## config.mk

```make
export PLATFORM = sky130hd
export DESIGN_NAME = frag_fb_writer
export DESIGN_NICKNAME = d
export VERILOG_FILES = /design/src/rtl/frag_fb_writer_pkg.sv /design/src/rtl/frag_fb_writer_fifo.sv /design/src/rtl/frag_fb_writer.sv
export SDC_FILE = /design/constraint.sdc
export NUM_CORES = 1
export LEC_CHECK = 0
export CORE_AREA = 2 2 242 244
export CTS_BUF_LIST = sky130_fd_sc_hd__clkbuf_4 sky130_fd_sc_hd__clkbuf_8
export DETAILED_ROUTE_END_ITERATION = 10
export DIE_AREA = 0 0 244 246
export HOLD_SLACK_MARGIN = 0.12
export PLACE_DENSITY = 0.65
export SYNTH_ARGS = -nofsm -noshare
export SYNTH_HDL_FRONTEND = slang
export SYNTH_HIERARCHICAL = 1
export SYNTH_SLANG_ARGS = --single-unit
export TNS_END_PERCENT = 20
```

## constraint.sdc

```tcl
create_clock -name I_CLK -period 8.5 [get_ports I_CLK]
set_clock_uncertainty 0.2 [all_clocks]
set_input_delay 0.85 -clock I_CLK [delete_from_list [all_inputs] [get_ports I_CLK]]
set_output_delay 0.85 -clock I_CLK [all_outputs]
set_load 0.01 [all_outputs]
```

## src/rtl/frag_fb_writer_pkg.sv

```systemverilog
// Shared framebuffer definitions: geometry defaults, field widths, fragment record, pixel packing.
package frag_fb_writer_pkg;

  localparam int FB_WIDTH_DEF   = 320;
  localparam int FB_HEIGHT_DEF  = 240;
  localparam int FB_ADDR_WIDTH  = 18;
  localparam int COLOR_WIDTH    = 12;
  localparam int COORD_WIDTH    = 10;
  localparam int GPU_DATA_WIDTH = 16;
  localparam int FRAG_WIDTH     = 2 * COORD_WIDTH + COLOR_WIDTH;

  typedef enum logic {
    ST_IDLE  = 1'b0,
    ST_CLEAR = 1'b1
  } wr_state_t;

  typedef struct packed {
    logic [COORD_WIDTH-1:0] x;
    logic [COORD_WIDTH-1:0] y;
    logic [COLOR_WIDTH-1:0] color;
  } frag_t;

  function automatic logic [GPU_DATA_WIDTH-1:0] fb_pixel(input logic [COLOR_WIDTH-1:0] color);
    return {4'b0, color};
  endfunction

endpackage

```

## src/rtl/frag_fb_writer_fifo.sv

```systemverilog
// Fragment FIFO: array storage plus a registered head word; o_empty reflects the head register.
module frag_fifo #(
  parameter int DEPTH = 16,
  parameter int WIDTH = 32
) (
  input  logic             i_clk,
  input  logic             i_rst,
  input  logic             i_push,
  input  logic [WIDTH-1:0] i_din,
  input  logic             i_pop,
  output logic [WIDTH-1:0] o_dout,
  output logic             o_full,
  output logic             o_empty,
  output logic             o_nz
);

  localparam int AW = $clog2(DEPTH);

  logic [WIDTH-1:0] r_mem [DEPTH];
  logic [WIDTH-1:0] r_dout;
  logic [AW-1:0]    r_wr_ptr;
  logic [AW-1:0]    r_rd_ptr;
  logic [AW:0]      r_count;
  logic [AW:0]      r_mem_count;
  logic             r_out_valid;
  logic             r_full;

  logic             w_push;
  logic             w_pop;
  logic             w_load;
  logic [AW:0]      w_count_next;

  assign w_push       = i_push & ~r_full;
  assign w_pop        = i_pop & r_out_valid;
  // Head register refills whenever it is empty or being popped and the array holds data.
  assign w_load       = (~r_out_valid | w_pop) & (r_mem_count != '0);
  assign w_count_next = r_count + (AW+1)'(w_push) - (AW+1)'(w_pop);

  always_ff @(posedge i_clk) begin
    if (w_push) r_mem[r_wr_ptr] <= i_din;
  end

  always_ff @(posedge i_clk) begin
    if (w_load) r_dout <= r_mem[r_rd_ptr];
  end

  always_ff @(posedge i_clk or posedge i_rst) begin
    if (i_rst) begin
      r_wr_ptr    <= '0;
      r_rd_ptr    <= '0;
      r_count     <= '0;
      r_mem_count <= '0;
      r_out_valid <= 1'b0;
      r_full      <= 1'b0;
    end else begin
      if (w_push) r_wr_ptr <= r_wr_ptr + 1'b1;
      if (w_load) r_rd_ptr <= r_rd_ptr + 1'b1;
      r_mem_count <= r_mem_count + (AW+1)'(w_push) - (AW+1)'(w_load);
      if (w_load)     r_out_valid <= 1'b1;
      else if (w_pop) r_out_valid <= 1'b0;
      r_count <= w_count_next;
      r_full  <= (w_count_next == (AW+1)'(DEPTH));
    end
  end

  assign o_dout  = r_dout;
  assign o_full  = r_full;
  assign o_empty = ~r_out_valid;
  assign o_nz    = (r_count != '0);

endmodule

```

## src/rtl/frag_fb_writer.sv

```systemverilog
// Drains rasterizer fragments into the framebuffer during blanking; also runs full-screen clears.
module frag_fb_writer
  import frag_fb_writer_pkg::*;
#(
  parameter int FIFO_DEPTH = 16,
  parameter int FB_WIDTH   = FB_WIDTH_DEF,
  parameter int FB_HEIGHT  = FB_HEIGHT_DEF
) (
  input  logic                      I_CLK,
  input  logic                      I_RST,
  input  logic                      I_FRAG_VALID,
  output logic                      O_FRAG_READY,
  input  logic [COORD_WIDTH-1:0]    I_FRAG_X,
  input  logic [COORD_WIDTH-1:0]    I_FRAG_Y,
  input  logic [COLOR_WIDTH-1:0]    I_FRAG_COLOR,
  input  logic                      I_CLEAR,
  input  logic [COLOR_WIDTH-1:0]    I_CLEAR_COLOR,
  input  logic                      I_VIDEO_ON,
  output logic [FB_ADDR_WIDTH-1:0]  O_GPU_ADDR,
  output logic [GPU_DATA_WIDTH-1:0] O_GPU_DATA,
  output logic                      O_GPU_WRITE,
  output logic                      O_GPU_READ,
  output logic                      O_BUSY,
  output logic [15:0]               O_DROP_CNT
);

  localparam logic [COORD_WIDTH-1:0]   X_LIM     = COORD_WIDTH'(FB_WIDTH);
  localparam logic [COORD_WIDTH-1:0]   Y_LIM     = COORD_WIDTH'(FB_HEIGHT);
  localparam logic [FB_ADDR_WIDTH-1:0] ROW_WORDS = FB_ADDR_WIDTH'(FB_WIDTH);
  localparam logic [FB_ADDR_WIDTH-1:0] LAST_ADDR = FB_ADDR_WIDTH'(FB_WIDTH * FB_HEIGHT - 1);

  wr_state_t                 r_state;
  wr_state_t                 w_state_next;
  logic                      r_stg_valid;
  logic                      r_stg_clr;
  logic [FB_ADDR_WIDTH-1:0]  r_stg_addr;
  logic [GPU_DATA_WIDTH-1:0] r_stg_data;
  logic [FB_ADDR_WIDTH-1:0]  r_caddr;
  logic [COLOR_WIDTH-1:0]    r_clr_color;
  logic                      r_clr_done;
  logic [15:0]               r_drop_cnt;

  logic                      w_accept;
  logic                      w_in_range;
  logic                      w_push;
  logic                      w_pop;
  logic                      w_fifo_full;
  logic                      w_fifo_empty;
  logic                      w_fifo_nz;
  logic [FRAG_WIDTH-1:0]     w_fifo_dout;
  frag_t                     w_head;
  frag_t                     w_in_frag;
  logic [FB_ADDR_WIDTH-1:0]  w_frag_addr;
  logic                      w_consume;
  logic                      w_stage_ready;
  logic                      w_load_frag;
  logic                      w_load_clr;

  assign w_accept   = I_FRAG_VALID & O_FRAG_READY;
  assign w_in_range = (I_FRAG_X < X_LIM) && (I_FRAG_Y < Y_LIM);
  assign w_push     = w_accept & w_in_range;
  assign w_in_frag  = '{x: I_FRAG_X, y: I_FRAG_Y, color: I_FRAG_COLOR};

  frag_fifo #(
    .DEPTH (FIFO_DEPTH),
    .WIDTH (FRAG_WIDTH)
  ) u_fifo (
    .i_clk   (I_CLK),
    .i_rst   (I_RST),
    .i_push  (w_push),
    .i_din   (w_in_frag),
    .i_pop   (w_pop),
    .o_dout  (w_fifo_dout),
    .o_full  (w_fifo_full),
    .o_empty (w_fifo_empty),
    .o_nz    (w_fifo_nz)
  );

  assign w_head      = frag_t'(w_fifo_dout);
  assign w_frag_addr = {8'b0, w_head.y} * ROW_WORDS + {8'b0, w_head.x};

  // The stage can take a new word when empty or when its current word leaves this edge.
  assign w_consume     = r_stg_valid & ~I_VIDEO_ON;
  assign w_stage_ready = ~r_stg_valid | w_consume;

  always_comb begin
    w_state_next = r_state;
    w_pop        = 1'b0;
    w_load_frag  = 1'b0;
    w_load_clr   = 1'b0;
    case (r_state)
      ST_IDLE: begin
        if (I_CLEAR) begin
          w_state_next = ST_CLEAR;
        end else if (~w_fifo_empty && w_stage_ready) begin
          w_pop       = 1'b1;
          w_load_frag = 1'b1;
        end
      end
      ST_CLEAR: begin
        if (w_stage_ready && ~r_clr_done) w_load_clr = 1'b1;
        if (w_consume && r_stg_clr && (r_stg_addr == LAST_ADDR)) w_state_next = ST_IDLE;
      end
      default: w_state_next = ST_IDLE;
    endcase
  end

  always_ff @(posedge I_CLK or posedge I_RST) begin
    if (I_RST) begin
      r_state     <= ST_IDLE;
      r_stg_valid <= 1'b0;
      r_stg_clr   <= 1'b0;
      r_stg_addr  <= '0;
      r_stg_data  <= '0;
      r_caddr     <= '0;
      r_clr_color <= '0;
      r_clr_done  <= 1'b0;
      r_drop_cnt  <= '0;
    end else begin
      r_state <= w_state_next;
      if (r_state == ST_IDLE && I_CLEAR) begin
        r_caddr     <= '0;
        r_clr_color <= I_CLEAR_COLOR;
        r_clr_done  <= 1'b0;
      end
      if (w_load_frag) begin
        r_stg_valid <= 1'b1;
        r_stg_clr   <= 1'b0;
        r_stg_addr  <= w_frag_addr;
        r_stg_data  <= fb_pixel(w_head.color);
      end else if (w_load_clr) begin
        r_stg_valid <= 1'b1;
        r_stg_clr   <= 1'b1;
        r_stg_addr  <= r_caddr;
        r_stg_data  <= fb_pixel(r_clr_color);
        r_caddr     <= r_caddr + 1'b1;
        r_clr_done  <= (r_caddr == LAST_ADDR);
      end else if (w_consume) begin
        r_stg_valid <= 1'b0;
      end
      if (w_accept && ~w_in_range && (r_drop_cnt != 16'hFFFF)) r_drop_cnt <= r_drop_cnt + 16'd1;
    end
  end

  assign O_FRAG_READY = ~w_fifo_full;
  assign O_GPU_WRITE  = w_consume;
  assign O_GPU_ADDR   = r_stg_addr;
  assign O_GPU_DATA   = r_stg_data;
  assign O_GPU_READ   = 1'b0;
  assign O_BUSY       = (r_state == ST_CLEAR) | w_fifo_nz | r_stg_valid;
  assign O_DROP_CNT   = r_drop_cnt;

endmodule

```

# After elaboration in Yosys (flattened, before gate mapping)
# Memory sizes are Yosys's and may differ from the RTL's. A register that Yosys moved wholly into a read port is not among the register bits.
# Cells that the tools add are included.
[op_classes]
order_cmp = 2
n_eq_ne = 4
n_bitwise = 17
n_mux = 27
n_addsub = 9
reduce_logical = 13
n_mul = 1
[ops]
columns = ["op", "n"]
rows = [
  ["two-way mux 18 bit", 5],
  ["== test 18 x 17 -> 1 bit (second input constant)", 2],
  ["two-way mux 16 bit", 2],
  ["two-way mux 1 bit", 19],
  ["adder 18 x 1 -> 18 bit (second input constant)", 1],
  ["adder 18 x 10 -> 18 bit", 1],
  ["adder 16 x 1 -> 16 bit (second input constant)", 1],
  ["inequality test 16 bit (second input constant)", 1],
  ["multiplier 10 x 3 -> 12 bit (second input constant)", 1],
  ["adder 5 x 1 -> 5 bit", 2],
  ["less-than comparator 10 x 8 -> 1 bit (second input constant)", 1],
  ["less-than comparator 10 x 9 -> 1 bit (second input constant)", 1],
  ["nonzero test 5 bit", 2],
  ["subtractor 5 x 1 -> 5 bit", 2],
  ["adder 4 x 1 -> 4 bit (second input constant)", 2],
  ["logical AND 1 bit", 8],
  ["inverter 1 bit", 7],
  ["bitwise AND 1 bit", 6],
  ["== test 5 bit (second input constant)", 1],
  ["OR 1 bit", 4],
  ["nonzero test 2 bit", 2],
  ["nonzero test 3 bit", 1],
  ["one-hot mux 1 bit (2 select lines)", 1],
]
[totals]
n_memories = 1
register_bits = 104
wordCells = 89
ramBits = 512
input_bits = 49
[memory_table]
columns = ["memory", "depth", "width", "rd", "rd_clocked_by_memory_dff", "wr", "line", "rtl"]
rows = [
  ["u_fifo.r_mem", 16, 32, 1, 1, 1, "frag_fb_writer_fifo.sv:19", "logic [WIDTH-1:0] r_mem [DEPTH];"],
]

# Depth between registers and ports, before layout
[depth]
ltp_word = 11
mapped_depth = 15
depth_no_buf = 14

# Hierarchy
# Netlist, hierarchy kept.
[modules_own_cells]
columns = ["module", "cells_per_inst", "area_per_inst_um2", "seq_area_each_um2", "n_inst"]
rows = [
  ["frag_fifo", 943, 21284.2, 16836.1, 1],
  ["frag_fb_writer", 429, 4245.3, 2001.9, 1],
]

# Worst setup path after synthesis
# Ideal clock, no wire load.
[synth_timing]
path_kind = "input port to flip-flop"
from = "input port I_VIDEO_ON"
to = "register u_fifo.r_mem_count[4]"
setup_ps = 80
setup_slack_ps = 2926
t_required_ps = 8220
path_buffers = 1
path_stages = 15
t_arrival_ps = 5294
cell_sequence = "and2_1 > or4_1 > inv_1 > clkbuf_1 > inv_1 > a21oi_1 > ha_1 > inv_1 > ha_1 > inv_1 > fa_1 > inv_1 > a21oi_1 > o21bai_1 > xnor2_1"
[synth_between]
elab_chain_cells = 11
[synth_lines]
columns = ["element", "line", "rtl"]
rows = [
  ["start, declared", "frag_fb_writer.sv:18", "input logic I_VIDEO_ON,"],
  ["inverter 1 bit", "frag_fb_writer.sv:83", "assign w_consume = r_stg_valid & ~I_VIDEO_ON;"],
  ["bitwise AND 1 bit", "frag_fb_writer.sv:83", ""],
  ["OR 1 bit", "frag_fb_writer.sv:84", "assign w_stage_ready = ~r_stg_valid | w_consume;"],
  ["logical AND 1 bit", "frag_fb_writer.sv:95", "end else if (~w_fifo_empty && w_stage_ready) begin"],
  ["two-way mux 1 bit (3 in series)", "n/a", ""],
  ["named net w_load_frag", "frag_fb_writer.sv:56", "logic w_load_frag;"],
  ["bitwise AND 1 bit", "frag_fb_writer_fifo.sv:34", "assign w_pop = i_pop & r_out_valid;"],
  ["OR 1 bit", "frag_fb_writer_fifo.sv:36", "assign w_load = (~r_out_valid | w_pop) & (r_mem_count != '0);"],
  ["bitwise AND 1 bit", "frag_fb_writer_fifo.sv:36", ""],
  ["named net u_fifo.w_load", "frag_fb_writer_fifo.sv:30", "logic w_load;"],
  ["subtractor 5 x 1 -> 5 bit", "frag_fb_writer_fifo.sv:58", "r_mem_count <= r_mem_count + (AW+1)'(w_push) - (AW+1)'(w_load);"],
  ["end signal, assigned", "frag_fb_writer_fifo.sv:58", ""],
  ["end, declared", "frag_fb_writer_fifo.sv:24", "logic [AW:0] r_mem_count;"],
]
# The timed path passes the listed nets, and every way through them passes these cells.
# A chain may end at the register's enable or synchronous reset.

# Final worst setup path
[layout_timing]
from = "input port I_FRAG_Y[8]"
to = "memory u_fifo.r_mem[0][15] (enable)"
[layout_between]
elab_chain_cells = 6
[layout_lines]
columns = ["element", "line", "rtl"]
rows = [
  ["start, declared", "frag_fb_writer.sv:14", "input logic [COORD_WIDTH-1:0] I_FRAG_Y,"],
  ["less-than comparator 10 x 8 -> 1 bit", "frag_fb_writer.sv:60", "assign w_in_range = (I_FRAG_X < X_LIM) && (I_FRAG_Y < Y_LIM);"],
  ["logical AND 1 bit", "frag_fb_writer.sv:60", ""],
  ["bitwise AND 1 bit", "frag_fb_writer.sv:61", "assign w_push = w_accept & w_in_range;"],
  ["named net w_push", "frag_fb_writer.sv:45", "logic w_push;"],
  ["bitwise AND 1 bit", "frag_fb_writer_fifo.sv:33", "assign w_push = i_push & ~r_full;"],
  ["two-way mux 1 bit", "frag_fb_writer_fifo.sv:40", "if (w_push) r_mem[r_wr_ptr] <= i_din;"],
  ["two-way mux 1 bit (implied by the code)", "frag_fb_writer_fifo.sv:40", ""],
  ["end, declared", "frag_fb_writer_fifo.sv:19", ""],
]
# The timed path passes the listed nets, and every way through them passes these cells.

==> impl_metrics.csv <==
group,metric,value,unit
layout,diodes,0,
synth,synth.distinct_cells,59,
placement,io_buffers,97,
power,vdd_drop_max,0.143,mV
layout,layout_commonest_cell,"edfxtp_1",
clocking,cts_setup_buffers,0,
synth,async_reset_ff_frac,0.155,
power,leakagePower,0.0102,µW
timing,drv_slew,0,
synth,syn_area,25500,µm²
clocking,clockRootBuffer,"clkbuf_8",
clocking,numCtsBuffers,101,
synth,ys_warn_count,6,
timing,fin_setup_tns,0,ps
power,cellPowerDensity,239,nW/µm²
clocking,cts_tree,"done",
floorplanning,rows,88,
flow_run,drv_cap,0,
clocking,cts_hold_buf,0,
power,seqPwrFrac,0.523,
global_routing,antenna_found_initial,0,
drt,routedWlPerCell,22.3,µm
timing,fin_crit_sh,0.574,
power,clkPwrFrac,0.358,
power,comb_power_share,0.119,
layout,fill_cells,4617,
drt,drtIter0Drc,1078,
outcome,status,"finished clean",
clocking,clkTransAtPathRegs,60,ps
drt,via_count,13100,
floorplanning,ios,103,
drt,vias_per_cell,5.52,
timing,final-setup-viol-count,0,
synth,syn_inst,1372,
floorplanning,start_util,0.445,
setup_path,cp-end-kind,"register",
setup_path,cp-start-kind,"primary input",
placement,hpwl,31100,µm
power,swShare,0.247,
placement,place_congestion,0.737,
global_routing,grt-ovfl-total,0,
synth,synth-edff-count,544,
synth,ys_seq_elements,644,
floorplanning,die_y,246,µm
power,internal_power,5300,µW
clocking,postCtsResizedCells,0,
setup_path,crit_path_max_fanout,22,
global_routing,grt_pass1_wl,80900,µm
timing,min_period,4880,ps
global_routing,grt_max_degree,71,
timing,max-slew-margin-rel,0.126,
clocking,insertion_delay,690,ps
clocking,clockBufferDepth,3,
drt,dr.pass1.iters,5,
timing,tightest_slew,1310,ps
floorplanning,die-area,60000,µm²
layout,drive_above_1_share,0.218,
clocking,clock-sinks,644,
layout,final_nets,1629,
synth,syn-mean-instance-area,18.6,µm²
clocking,ctsHtreeMaxLevel,3,
global_routing,grt_pass1_vias,13500,
timing,clock.fmax,205,MHz
global_routing,grtUsageTotal,0.179,
synth,ys_seq_area_frac,0.738,
synth,synth_top_flop_cell,"edfxtp_1",
setup_path,required,8630,ps
floorplanning,dieWidth,244,µm
power,power_switching,1740,µW
layout,areaGrowthSynthToFinish,15.5,%
power,power,7040,µW
timing,rsz0062_at_grt,"no",
drt,final_antenna_net_count,0,
setup_path,arrival,5000,ps
timing,hold_violations,0,
setup_path,crit_type,"in2reg",
layout,layout_common_cells,"edfxtp_1 (544), nand2_1 (136), mux4_2 (128)",
hold_path,hold_class,"reg2reg",
drt,drc,0,
floorplanning,core_area,57400,µm²
drt,totalWireLength,53000,µm
==> cell type report <==
cell class                 instances  area (µm²)  area share
inverter                          34         129     0.00437
clock inverter                    45         250     0.00849
tap                              765         957      0.0325
clock buffer                     137        1710      0.0580
multi-input combinational        628        6370       0.216
timing repair buffer             128        1220      0.0413
sequential                       644       18800       0.639
==> state kept, by name, indices dropped and copies added (netlist names), 5 cells and up <==
name and flops:
O_DROP_CNT 16, O_GPU_ADDR 18, O_GPU_DATA 12, r_caddr 18
r_clr_color 12, u_fifo/o_dout 32, u_fifo/r_count 5, u_fifo/r_mem 512
u_fifo/r_mem_count 5
==> power groups by stage <==
stage	clock (µW)	sequential [µW]	combinational, µW
global route	2720	3700	922
floorplan	0	3710	570
finish	2520	3680	838
global placement	0	3740	830
CTS	2590	3680	851
detailed placement	0	3750	849
==> metrics by stage <==
| stage | area [µm²] | utilization | cells | worst slack (ps) | hold WS, ps |
|---|---|---|---|---|---|
| floorplan | 25500 | - | 1376 | 2930 | 247 |
| global placement | 27500 | 0.480 | 2199 | 2970 | 262 |
| detailed placement | 27500 | 0.480 | 2199 | 2860 | 263 |
| CTS | 29500 | 0.514 | 2381 | 3610 | 278 |
| global route | 29500 | 0.514 | 2381 | 3310 | 302 |
| finish | 29500 | 0.514 | 2381 | 3620 | 278 |
==> critical path: stages <==
cell,delay (ps)
clkdlybuf4s50_1,660
nor3_1,380
nand3_1,290
nor3b_1,230
nor2b_1,620
nand2_1,390
nor3_2,980
buf_4,550
==> worst paths after layout <==
path,startpoint,end,slack (ps),depth (start not counted)
max in group asynchronous,I_RST,r_caddr[12],6650,3
min in group asynchronous,I_RST,O_DROP_CNT[9],450,2
worst min-delay path,r_clr_color[10],r_clr_color[10],280,2
worst min register to register,r_clr_color[10],r_clr_color[10],280,2
worst max register to register,r_stg_valid,u_fifo/r_mem_count[4],4720,15
worst max-delay path,I_FRAG_Y[8],u_fifo/r_mem[0][15],3620,8
==> cells by family after synthesis <==
group	count (synthesis)	share of synthesized area
buffers and inverters	104	0.0192
other	1	0.000147
AND/OR/NAND/NOR	250	0.0470
flip-flops	644	0.738
AO/OA/AOI/OAI	148	0.0409
multiplexers	138	0.117
adder cells (fa/ha/maj)	43	0.0223
XOR/XNOR	44	0.0157
==> metal layers <==
| metal | GRT usage | share of wire |
|---|---|---|
| met1 | 0.249 | 0.45 |
| met2 | 0.285 | 0.47 |
| met3 | 0.0415 | 0.056 |
| met4 | 0.0527 | 0.021 |
| met5 | 0 | 0 |
==> cell usage after synthesis (all sizes together) (2+ instances only) <==
| master | instances | area share |
|---|---|---|
| edfxtp | 544 | 0.64 |
| nand2 | 136 | 0.020 |
| mux4 | 128 | 0.11 |
| dfrtp | 100 | 0.098 |
| a22oi | 92 | 0.027 |
| ha | 39 | 0.019 |
| clkbuf | 37 | 0.0054 |
| inv | 34 | 0.0050 |
| buf | 33 | 0.0087 |
| nor2 | 26 | 0.0041 |
| xnor2 | 25 | 0.0086 |
| o21ai | 22 | 0.0043 |
| xor2 | 18 | 0.0062 |
| nand3 | 16 | 0.0036 |
| nand4 | 15 | 0.0037 |
| a21oi | 10 | 0.0020 |
| nor2b | 9 | 0.0022 |
| nor3 | 9 | 0.0018 |
| mux2i | 8 | 0.0031 |
| and3 | 7 | 0.0020 |
| a21o | 5 | 0.0015 |
| and4 | 5 | 0.0018 |
| and2 | 4 | 0.0010 |
| fa | 4 | 0.0031 |
| nand2b | 4 | 0.00098 |
| nor3b | 4 | 0.0014 |
| nor4 | 4 | 0.00098 |
| o21bai | 4 | 0.0012 |
| or3 | 4 | 0.0012 |
| o31ai | 3 | 0.00088 |
| a211oi | 2 | 0.00059 |
| a221o | 2 | 0.00078 |
| a31oi | 2 | 0.00049 |
| mux2 | 2 | 0.00088 |
| o211ai | 2 | 0.00059 |
| o21a | 2 | 0.00088 |
(Power assumes the default switching activity.)
